### config.mk
export PLATFORM = sky130hd
export DESIGN_NAME = next_pc_unit
export DESIGN_NICKNAME = d
export VERILOG_FILES = /design/src/rtl/lasd_pkg.sv /design/src/rtl/return_addr_stack.sv /design/src/rtl/next_pc_unit.sv
export SDC_FILE = /design/constraint.sdc
export NUM_CORES = 1
export LEC_CHECK = 0
export BUFFER_PORTS_ARGS = -buffer_cell sky130_fd_sc_hd__buf_2
export CAP_MARGIN = 20
export CORE_ASPECT_RATIO = 1.4
export CORE_UTILIZATION = 30
export CTS_CLUSTER_SIZE = 28
export DETAILED_ROUTE_END_ITERATION = 8
export PLACE_DENSITY = 0.6
export SLEW_MARGIN = 20
export SYNTH_ARGS = -nofsm -noshare
export SYNTH_HDL_FRONTEND = slang
export SYNTH_SLANG_ARGS = --single-unit
### constraint.sdc
create_clock -name clock_reg -period 2.82 [get_ports clock_reg]
set_input_delay 0.564 -clock clock_reg [delete_from_list [all_inputs] [get_ports clock_reg]]
set_output_delay 0.564 -clock clock_reg [all_outputs]
set_load 0.005 [all_outputs]
### src/rtl/lasd_pkg.sv
// Shared definitions for the next-PC unit: address width, fault vector
// and the RUN/HALT state encoding.
package lasd_pkg;

    localparam int ADDR_W = 8;
    localparam logic [ADDR_W-1:0] FAULT_VEC_DEF = 8'hF0;

    typedef enum logic {
        RUN  = 1'b0,
        HALT = 1'b1
    } state_t;

    function automatic logic [ADDR_W-1:0] incr(input logic [ADDR_W-1:0] a);
        return a + ADDR_W'(1);
    endfunction

endpackage

### src/rtl/return_addr_stack.sv
// Return-address stack: push/pop at the clock edge, combinational top.
// Only the occupancy counter is reset; entry contents are don't-care.
module return_addr_stack
    import lasd_pkg::*;
#(
    parameter int DEPTH = 4
) (
    input  logic              clock_reg,
    input  logic              reset,
    input  logic              push,
    input  logic              pop,
    input  logic [ADDR_W-1:0] push_data,
    output logic [ADDR_W-1:0] top,
    output logic [3:0]        depth,
    output logic              full,
    output logic              empty
);

    localparam int IW = (DEPTH > 1) ? $clog2(DEPTH) : 1;

    logic [ADDR_W-1:0] mem [DEPTH];
    logic [3:0]        cnt;
    logic [IW-1:0]     top_idx;
    logic [IW-1:0]     wr_idx;

    assign top_idx = IW'(cnt - 4'd1);
    assign wr_idx  = IW'(cnt);
    assign top     = mem[top_idx];
    assign depth   = cnt;
    assign full    = (cnt == 4'(DEPTH));
    assign empty   = (cnt == 4'd0);

    always_ff @(posedge clock_reg) begin
        if (!reset) begin
            cnt <= 4'd0;
        end else if (pop && !empty) begin
            cnt <= cnt - 4'd1;
        end else if (push && !full) begin
            cnt <= cnt + 4'd1;
        end
    end

    // Entries carry no reset so the array can map onto plain registers.
    always_ff @(posedge clock_reg) begin
        if (reset && push && !pop && !full) begin
            mem[wr_idx] <= push_data;
        end
    end

endmodule

### src/rtl/next_pc_unit.sv
// Next-PC select with return-address stack, RUN/HALT FSM and stack fault flags.
// Define NEXT_PC_ERR_STICKY_EN to hold stk_ovf/stk_unf until reset.
module next_pc_unit
    import lasd_pkg::*;
#(
    parameter int                DEPTH     = 4,
    parameter logic [ADDR_W-1:0] FAULT_VEC = FAULT_VEC_DEF
) (
    input  logic              clock_reg,
    input  logic              reset,
    input  logic [ADDR_W-1:0] pc,
    input  logic              stall,
    input  logic              branch_taken,
    input  logic              jump,
    input  logic              call,
    input  logic              ret,
    input  logic [ADDR_W-1:0] target,
    input  logic              halt,
    input  logic              resume,
    output logic [ADDR_W-1:0] pc_next,
    output logic [3:0]        depth,
    output logic              halted,
    output logic              stk_ovf,
    output logic              stk_unf
);

    state_t            state, state_d;
    logic              push, pop;
    logic              ovf_ev, unf_ev;
    logic              full, empty;
    logic [ADDR_W-1:0] top;

    return_addr_stack #(.DEPTH(DEPTH)) u_ras (
        .clock_reg (clock_reg),
        .reset     (reset),
        .push      (push),
        .pop       (pop),
        .push_data (incr(pc)),
        .top       (top),
        .depth     (depth),
        .full      (full),
        .empty     (empty)
    );

    always_ff @(posedge clock_reg) begin
        if (!reset) begin
            state <= RUN;
        end else begin
            state <= state_d;
        end
    end

    always_comb begin
        pc_next = incr(pc);
        state_d = state;
        push    = 1'b0;
        pop     = 1'b0;
        ovf_ev  = 1'b0;
        unf_ev  = 1'b0;
        if (!reset) begin
            pc_next = '0;
        end else if (state == HALT) begin
            pc_next = pc;
            if (resume && !halt) state_d = RUN;
        end else begin
            priority case (1'b1)
                halt: begin
                    pc_next = pc;
                    state_d = HALT;
                end
                stall: pc_next = pc;
                ret: begin
                    if (empty) begin
                        pc_next = FAULT_VEC;
                        unf_ev  = 1'b1;
                    end else begin
                        pc_next = top;
                        pop     = 1'b1;
                    end
                end
                call: begin
                    if (full) begin
                        pc_next = FAULT_VEC;
                        ovf_ev  = 1'b1;
                    end else begin
                        pc_next = target;
                        push    = 1'b1;
                    end
                end
                jump, branch_taken: pc_next = target;
                default: pc_next = incr(pc);
            endcase
        end
    end

    assign halted = (state == HALT);

    always_ff @(posedge clock_reg) begin
        if (!reset) begin
            stk_ovf <= 1'b0;
            stk_unf <= 1'b0;
        end else begin
`ifdef NEXT_PC_ERR_STICKY_EN
            stk_ovf <= stk_ovf | ovf_ev;
            stk_unf <= stk_unf | unf_ev;
`else
            stk_ovf <= ovf_ev;
            stk_unf <= unf_ev;
`endif
        end
    end

endmodule

==> results of run 1 <==
-- sequential cells by signal, summed over array words and instances, names as in the netlist --
register     count
halted           1
stk_unf          1
u_ras.mem       32
u_ras.depth      4
stk_ovf          1
-- layout by cell type (no fill, tap or decap), types with 2 or more instances in the layout --
master and count:
a21o_1 2, a21oi_1 8, a22o_1 3, a31oi_1 2, and2_1 5, and3_1 2, buf_2 39, buf_4 6
clkbuf_1 2, clkbuf_8 5, dfxtp_1 6, edfxtp_1 32, ha_1 4, inv_1 5, mux2i_1 2, mux4_1 6
mux4_2 2, nand2_1 8, nand3_1 10, nand4_1 2, nor2_1 4, nor2b_1 2, nor3_1 9, nor4_1 4
o21ai_0 7, o22ai_1 2, o31ai_1 2, o41ai_1 2, or3_1 2, xnor2_1 4, xor2_1 2
-- kinds of logic after synthesis --
kind of cell	Yosys count	share of synthesized area, %
buffers and inverters	11	2.35
AOI/OAI and AO/OA	34	10.7
xor gates and xnor gates	6	2.53
and+or+nand+nor	59	17.3
muxes	11	11.2
DFF	39	52.9
adders and majority gates	5	3.01
-- worst min-delay path: cells and delay by family (launching register included) --
| family | cells | cell delay, ps |
|---|---|---|
| flip-flops | 1 | 350 |
| AND/OR/NAND/NOR | 1 | 70 |
| AO/OA/AOI/OAI | 1 | 50 |
-- per-layer routing --
layer / GRT usage (%) / vias up / share of wire (%)
li1: - / 750 / -
met1: 16.4 / 758 / 41
met2: 27.1 / 64 / 52
met3: 2.60 / 13 / 4.7
met4: 8.75 / 0 / 3.1
met5: 0 / - / 0
-- worst paths after layout --
path,from,slack (ps),endpoint,cells past startpoint
setup / recovery,u_ras.depth[0]$_SDFFE_PN0P_,120,pc_next[7],6
hold / removal,u_ras.depth[1]$_SDFFE_PN0P_,510,u_ras.depth[1]$_SDFFE_PN0P_,2
setup reg to reg,halted$_SDFF_PN0_,970,u_ras.mem[3][1]$_DFFE_PP_,4
hold reg to reg,u_ras.depth[1]$_SDFFE_PN0P_,510,u_ras.depth[1]$_SDFFE_PN0P_,2
-- area by class of cell --
cell class	instances	area (µm²)
multi-input cells	115	938
flip-flops and latches	39	1100
clock buffers	7	76.3
clock inverters	1	5.00
fillers	661	4160
repair buffers	45	240
inverters	5	18.8
well taps	92	115
-- stage by stage --
stage,instances,util (%),hold slack (ps),setup slack [ps],power [mW]
finish,304,37.5,512,120,1.13
global route,304,37.5,530,-5.68,1.16
CTS,304,37.4,551,4.28,1.13
detailed placement,296,36.1,539,315,0.770
global placement,296,36.1,535,338,0.769
floorplan,165,-,499,236,0.709
-- power by group through the flow --
stage | combinational, mW | sequential [mW] | clock [mW]
floorplan | 0.0648 | 0.644 | 0
global placement | 0.125 | 0.644 | 0
detailed placement | 0.126 | 0.644 | 0
CTS | 0.127 | 0.631 | 0.370
global route | 0.140 | 0.631 | 0.390
finish | 0.127 | 0.631 | 0.371
-- what timing repair did --
action / 4_1_cts / 5_1_grt
resized for setup: 0 / 3
hold buffers: 0 / 0
setup endpoints to repair: 0 / 5
==> results_dict.tcl, run 1 <==
set metrics [dict create \
    pwr-share-clk_pct 32.9 \
    dieHeight_um 101 \
    grt_antenna_before_repair 0 \
    seqPwrFrac_pct 55.9 \
    ant_nets 0 \
    path_cells "buf_4 -> mux4_1 -> nor3_1 -> nor3_1 -> a22o_1 -> buf_2" \
    path_buf_inv 2 \
    grt_max_degree 14 \
    p_comb_share_pct 11.2 \
    ys_seq_area_share_pct 52.9 \
    async_reset_ff_share_pct 0 \
    vias_per_cell 5.21 \
    worst-slew-pin-transition_ps 498 \
    layout_min_cycle_time_ps 2700 \
    antenna_cells 0 \
    synth_edf_count 32 \
    maxSlewHeadroom_pct 66.8 \
    cp-start-kind "register" \
    grt_overflow 0 \
    synthesis.yosys.warnings 0 \
    syn-num-nets 195 \
    tns_ps 0 \
    power_density_nw_per_um2 452 \
    critPathRequiredTime_ps 2260 \
    max_stage_delay_ps 590 \
    portBuffers 39 \
    cts_tree "built" \
    drcViolationCount 0 \
    fp-row-count 35 \
    slowest_stage "mux4_1" \
    gr-usage-all-layers_pct 15.1 \
    synthCells 165 \
    stdcell_area_um2 2500 \
    fin_skew_ps 6.20 \
    rsz0062_at_grt "true" \
    ys_ff_latch 39 \
    drv_slew 0 \
    clk_pin_slew_ps 80 \
    yosysMostFrequentCell "edfxtp_1" \
    internal-power_mw 0.857 \
    clk_latency_ps 300 \
    power_switching_share_pct 24.1 \
    cp-end-kind "primary output" \
    drv_cap 0 \
    detail_route.wirelength_um 5100 \
    period_share_pct 95.7 \
    grt_pass1_vias 1589 \
    dp_hpwl_um 3890 \
    core_um2 6660 \
    ios 40 \
    crit_path_frequent_cell "nor3_1" \
    die_area_um2 7280 \
    setup_viol 0 \
    avgSynthCellArea_um2 12.6 \
    area_delta_synth_final_pct 20.0 \
    path_delay_family "multiplexers" \
    fp.dieW_um 72.4 \
    outcome "finished, final reports clean" \
    drtIter0Drc 162 \
    irDropWorstVdd_mv 0.143 \
    hold_viol_final 0 \
    final_nets 241 \
    crit_fanout 13 \
    cts_buffer_depth 2 \
    numCtsBuffers 5 \
    htreeDepth 2 \
    path_class "register to primary output" \
    grt_pass1_wl_um 7990 \
    dpl_cell_area_um2 2410 \
    ys_top_cells_by_area "edfxtp_1, mux4_1, dfxtp_1" \
    ys_types 46 \
    dr.pass1.iters 4 \
    p_leak_nw 0.914 \
    yosysTopAreaCell "edfxtp_1" \
    wire_per_inst_um 16.8 \
    syn_area_um2 2080 \
    ys.flop_type "edfxtp_1" \
    floorplan.initialDensity_pct 31.3 \
    cts.sink_count 39 \
    vias 1585 \
    p_sw_mw 0.272 \
    hold_class "register to register" \
    max_freq_mhz 370 \
    yosysTopAreaCellShare_pct 46.2 \
    drive_gt1_share_pct 29.2 \
    cts_root_buffer "clkbuf_8" \
    synthTopCellsByCount "edfxtp_1, nand3_1, nor3_1" \
    gp_congestion 0.817 \
    cp_data_arrival_time_ps 2140 \
    cts_setup_buffers 0 \
]
(Power assumes the default switching activity.)
==> run 2, diff against run 1 <==
Settings changed: PLACE_DENSITY 0.6 to 0.61.
Clock period 2.82 ns to 2.25 ns, I/O delays scaled along.
==> results_dict.tcl, run 2 (same netlist as run 1, synthesis figures left out) <==
set metrics [dict create \
    hold_viol_final 0 \
    fin_skew_ps 4.10 \
    layout_commonest_cell "buf_2" \
    path_class "register to primary output" \
    rsz0062_at_grt "true" \
    max_stage_delay_ps 360 \
    cts.sink_count 39 \
    maxSlewHeadroom_pct 76.4 \
    cts_root_buffer "clkbuf_8" \
    layout_common_cells "buf_2, edfxtp_1, buf_4" \
    cts_tree "built" \
    dp_slack_ps 24.3 \
    power_density_nw_per_um2 524 \
    tns_ps -544 \
    floorplan.initialDensity_pct 31.3 \
    drv_cap 0 \
    worst-slew-pin-transition_ps 351 \
    layout_min_cycle_time_ps 2380 \
    fp-row-count 35 \
    area_delta_synth_final_pct 34.8 \
    cts_buffer_depth 2 \
    reg2reg_from "u_ras.depth[0]$_SDFFE_PN0P_" \
    htreeDepth 2 \
    detail_route.wirelength_um 5320 \
    dr.pass1.iters 4 \
    grt_overflow 0 \
    max_freq_mhz 419 \
    vias 1615 \
    cp_data_arrival_time_ps 1930 \
    grt_pass1_wl_um 8400 \
    critPathRequiredTime_ps 1800 \
    layout_setup_ws_ps -134 \
    setup_viol 8 \
    dieHeight_um 101 \
    cp-end-kind "primary output" \
    fill_cells 649 \
    drive_gt1_share_pct 45.5 \
    slowest_stage "dfxtp_2" \
    grt_max_degree 15 \
    final_nets 262 \
    path_buf_inv 2 \
    clk_latency_ps 290 \
    largest_reg_flops 32 \
    startpoint "u_ras.depth[0]$_SDFFE_PN0P_" \
    fp.dieW_um 72.4 \
    die_area_um2 7280 \
    largest-register "u_ras.mem" \
    path_cells "inv_2 -> ha_4 -> mux4_2 -> nor3_4 -> nor3_1 -> a22o_1 -> buf_2" \
    core_um2 6660 \
    clk_pin_slew_ps 80 \
    ios 40 \
    drtIter0Drc 111 \
    hold_slack_ps 462 \
    period_share_pct 106 \
    gr-usage-all-layers_pct 15.7 \
    p_leak_nw 1.04 \
    irDropWorstVdd_mv 0.281 \
    grt_pass1_vias 1581 \
    portBuffers 39 \
    drv_slew 0 \
    path_delay_family "flip-flops" \
    gp_congestion 0.831 \
    wire_per_inst_um 16.4 \
    hold_class "input pin to register" \
    violations "setup timing" \
    crit_fanout 5 \
    grt_antenna_before_repair 0 \
    hold_start "resume" \
    vias_per_cell 4.97 \
    antenna_cells 0 \
    drcViolationCount 0 \
    dp_hpwl_um 3920 \
    utilization_pct 42.1 \
    outcome "complete, but fails checks" \
    ant_nets 0 \
    cp-start-kind "register" \
    numCtsBuffers 5 \
]
[run 2: changes by cell type in the layout (fill, tap and decap cells not counted), sizes merged]
cell,delta
clkinv,-1
buf,+21
clkinvlp,+2
clkbuf,-2
inv,+1
[run 2: final timing paths]
path | to | slack (ps) | cells past startpoint
max | pc_next[6] | -130 | 7
min | halted$_SDFF_PN0_ | 460 | 3
max reg2reg | u_ras.depth[2]$_SDFFE_PN0P_ | 480 | 9
min reg2reg | u_ras.depth[3]$_SDFFE_PN0P_ | 590 | 2
[run 2: worst register-to-register path: stages (launching register included)]
cell and delay (ps):
dfxtp_2 340, inv_2 80, ha_4 150, nor3b_4 230
buf_6 150, nor2_2 50, buf_6 150, buf_4 120
a32oi_1 230, mux2i_1 200
[run 2: what timing repair did]
item,in CTS,in global routing
setup buffers,2,0
pin swaps,5,1
endpoints found under the setup margin,8,8
resized for setup,21,10
hold buffers,0,0
gates cloned,0,0
[run 2: layout make-up]
cell class | instances | area (µm²) | area share [%]
sequential | 39 | 1100 | 39.3
multi-input combinational | 115 | 1000 | 35.8
timing repair buffer | 66 | 472 | 16.8
tap | 92 | 115 | 4.10
clock buffer | 5 | 68.8 | 2.45
clock inverter | 3 | 23.8 | 0.847
inverter | 5 | 18.8 | 0.669
[run 2: routing by layer]
layer	GRT usage (%)	share of wire (%)	up-vias
met3	2.60	4.4	12
li1	-	-	787
met1	19.9	43	762
met2	26.2	49	54
met5	0	0	-
met4	6.49	2.8	0
[run 2: power breakdown]
part	total (mW)	switching, mW	internal [mW]
Clock	0.488	0.266	0.222
Combinational	0.192	0.101	0.0914
Sequential	0.791	0.00348	0.787
[run 2: stage by stage]
step | total power, mW | cell area [µm²] | cells
3_3_place_gp | 0.981 | 2610 | 315
4_1_cts | 1.48 | 2760 | 325
2_1_floorplan | 0.889 | 2090 | 165
5_1_grt | 1.53 | 2810 | 325
6_report | 1.47 | 2810 | 325
3_5_place_dp | 0.984 | 2610 | 315
==> run 3, diff against run 2 <==
Settings changed: PLACE_DENSITY 0.61 to default, PLACE_DENSITY_LB_ADDON from default to 0.05, SETUP_SLACK_MARGIN from default to 0.05.
==> results_dict.tcl, run 3 (same netlist as run 1, synthesis figures left out) <==
set metrics [dict create \
    outcome "complete, but fails checks" \
    violations "setup timing" \
    irDropWorstVdd_mv 0.350 \
    max_freq_mhz 415 \
    die_area_um2 7280 \
    grt_util_met1_pct 22.5 \
    hold_slack_ps 420 \
    cts_root_buffer "clkbuf_8" \
    cp-end-kind "primary output" \
    hold_start "reset" \
    fp.dieW_um 72.4 \
    portBuffers 39 \
    grt_overflow 0 \
    cts_buffer_depth 2 \
    gp_congestion 0.856 \
    period_share_pct 107 \
    fill_cells 665 \
    detail_route.wirelength_um 5870 \
    largest_reg_flops 32 \
    max_stage_delay_ps 380 \
    ant_nets 0 \
    cts_tree "built" \
    use_met3_pct 2.80 \
    critPathRequiredTime_ps 1800 \
    dp_slack_ps 69.7 \
    drtIter0Drc 108 \
    largest-register "u_ras.mem" \
    regArea_um2 1110 \
    floorplan.initialDensity_pct 31.3 \
    layout_setup_ws_ps -159 \
    vias_per_cell 5.08 \
    vias 1667 \
    grt_pass1_vias 1595 \
    drive_gt1_share_pct 46.2 \
    final_nets 265 \
    p_leak_nw 1.06 \
    clk_latency_ps 290 \
    gr-usage-all-layers_pct 16.6 \
    grt_pass1_wl_um 8850 \
    dieHeight_um 101 \
    maxSlewHeadroom_pct 75.7 \
    cp_data_arrival_time_ps 1960 \
    dr.pass1.iters 4 \
    cts.sink_count 39 \
    hold_class "input pin to register" \
    antenna_cells 0 \
    hold_viol_final 0 \
    layout_commonest_cell "buf_2" \
    hold_path_depth 2 \
    worst-slew-pin-transition_ps 364 \
    drv_slew 0 \
    area_delta_synth_final_pct 37.0 \
    path_class "register to primary output" \
    fp-row-count 35 \
    crit_fanout 5 \
    reg2reg_depth 5 \
    reg2reg_from "halted$_SDFF_PN0_" \
    holdBufCountCts 0 \
    ios 40 \
    rsz0062_at_grt "true" \
    grt-busiest-layer "met2" \
    setup_viol 8 \
    clk_pin_slew_ps 80 \
    power_density_nw_per_um2 512 \
    wire_per_inst_um 17.9 \
    drcViolationCount 0 \
    path_cells "inv_4 -> ha_4 -> mux4_2 -> nor3_4 -> nor3_1 -> a22o_1 -> buf_2" \
    reg2reg_to "u_ras.mem[0][3]$_DFFE_PP_" \
    cp-start-kind "register" \
    htreeDepth 2 \
    grt_antenna_before_repair 0 \
    holdPathEnd "halted$_SDFF_PN0_" \
    layout_min_cycle_time_ps 2410 \
    dp_hpwl_um 4310 \
    fin_skew_ps 6.58 \
    numCtsBuffers 5 \
    slowest_stage "dfxtp_4" \
    core_um2 6660 \
    multi_input_area_um2 1010 \
    layout_common_cells "buf_2, edfxtp_1, buf_4" \
    grt_max_degree 12 \
    reg2reg_setup_slack_ps 410 \
    grtUsageMet2_pct 27.1 \
    drv_cap 0 \
]
## run 3: worst max-delay path by stage
stage / from / to / cells after the start / slack (ps)
after CTS: u_ras.depth[0]$_SDFFE_PN0P_ / pc_next[5] / 7 / -170
final: u_ras.depth[0]$_SDFFE_PN0P_ / pc_next[7] / 7 / -160
after global routing: u_ras.depth[0]$_SDFFE_PN0P_ / pc_next[7] / 7 / -240
after floorplan: u_ras.depth[0]$_SDFFE_PN0P_ / pc_next[7] / 8 / 100
after detailed placement: call / pc_next[5] / 6 / 70
after global placement: call / pc_next[6] / 6 / 90
## run 3: worst max-delay path, delay by kind of cell (launching register included)
kind | cells | cell delay (ps)
buffers and inverters | 2 | 170
flip-flops | 1 | 380
multiplexers | 1 | 340
adder cells (fa/ha/maj) | 1 | 300
AO/OA/AOI/OAI | 1 | 250
AND/OR/NAND/NOR | 2 | 230
## run 3: repair_timing
| action | in CTS | in global routing |
|---|---|---|
| setup buffers | 5 | 3 |
| resized for setup | 8 | 18 |
| setup endpoints to repair | 8 | 8 |
| pin swaps | 1 | 5 |
## run 3: area by class of cell
class                           instances  area share (%)
Tap cell                               92            4.04
Sequential cell                        39            38.8
Clock inverter                          1           0.176
Inverter                                5           0.746
Clock buffer                            7            2.68
Timing Repair Buffer                   69            18.0
Multi-Input combinational cell        115            35.6
## run 3: power breakdown
group / switching, mW / total, mW / internal [mW]
logic: 0.105 / 0.201 / 0.0959
registers: 0.00363 / 0.790 / 0.786
clock network: 0.251 / 0.469 / 0.218
## run 3: per-layer routing
layer,part of all wire (%),wire [µm]
met2,48,2830
met1,46,2700
met4,1.2,71
met5,0,0
met3,4.5,262
## run 3: through the flow
step                TNS, ps  utilization, %  cells  total power [mW]  cell area (µm²)
finish                 -933            42.8    328              1.46             2850
global route          -1460            42.8    328              1.51             2850
CTS                    -981            41.3    325              1.45             2750
detailed placement        0            39.2    312             0.985             2610
global placement          0            39.2    312             0.983             2610
floorplan                 0               -    165             0.890             2120
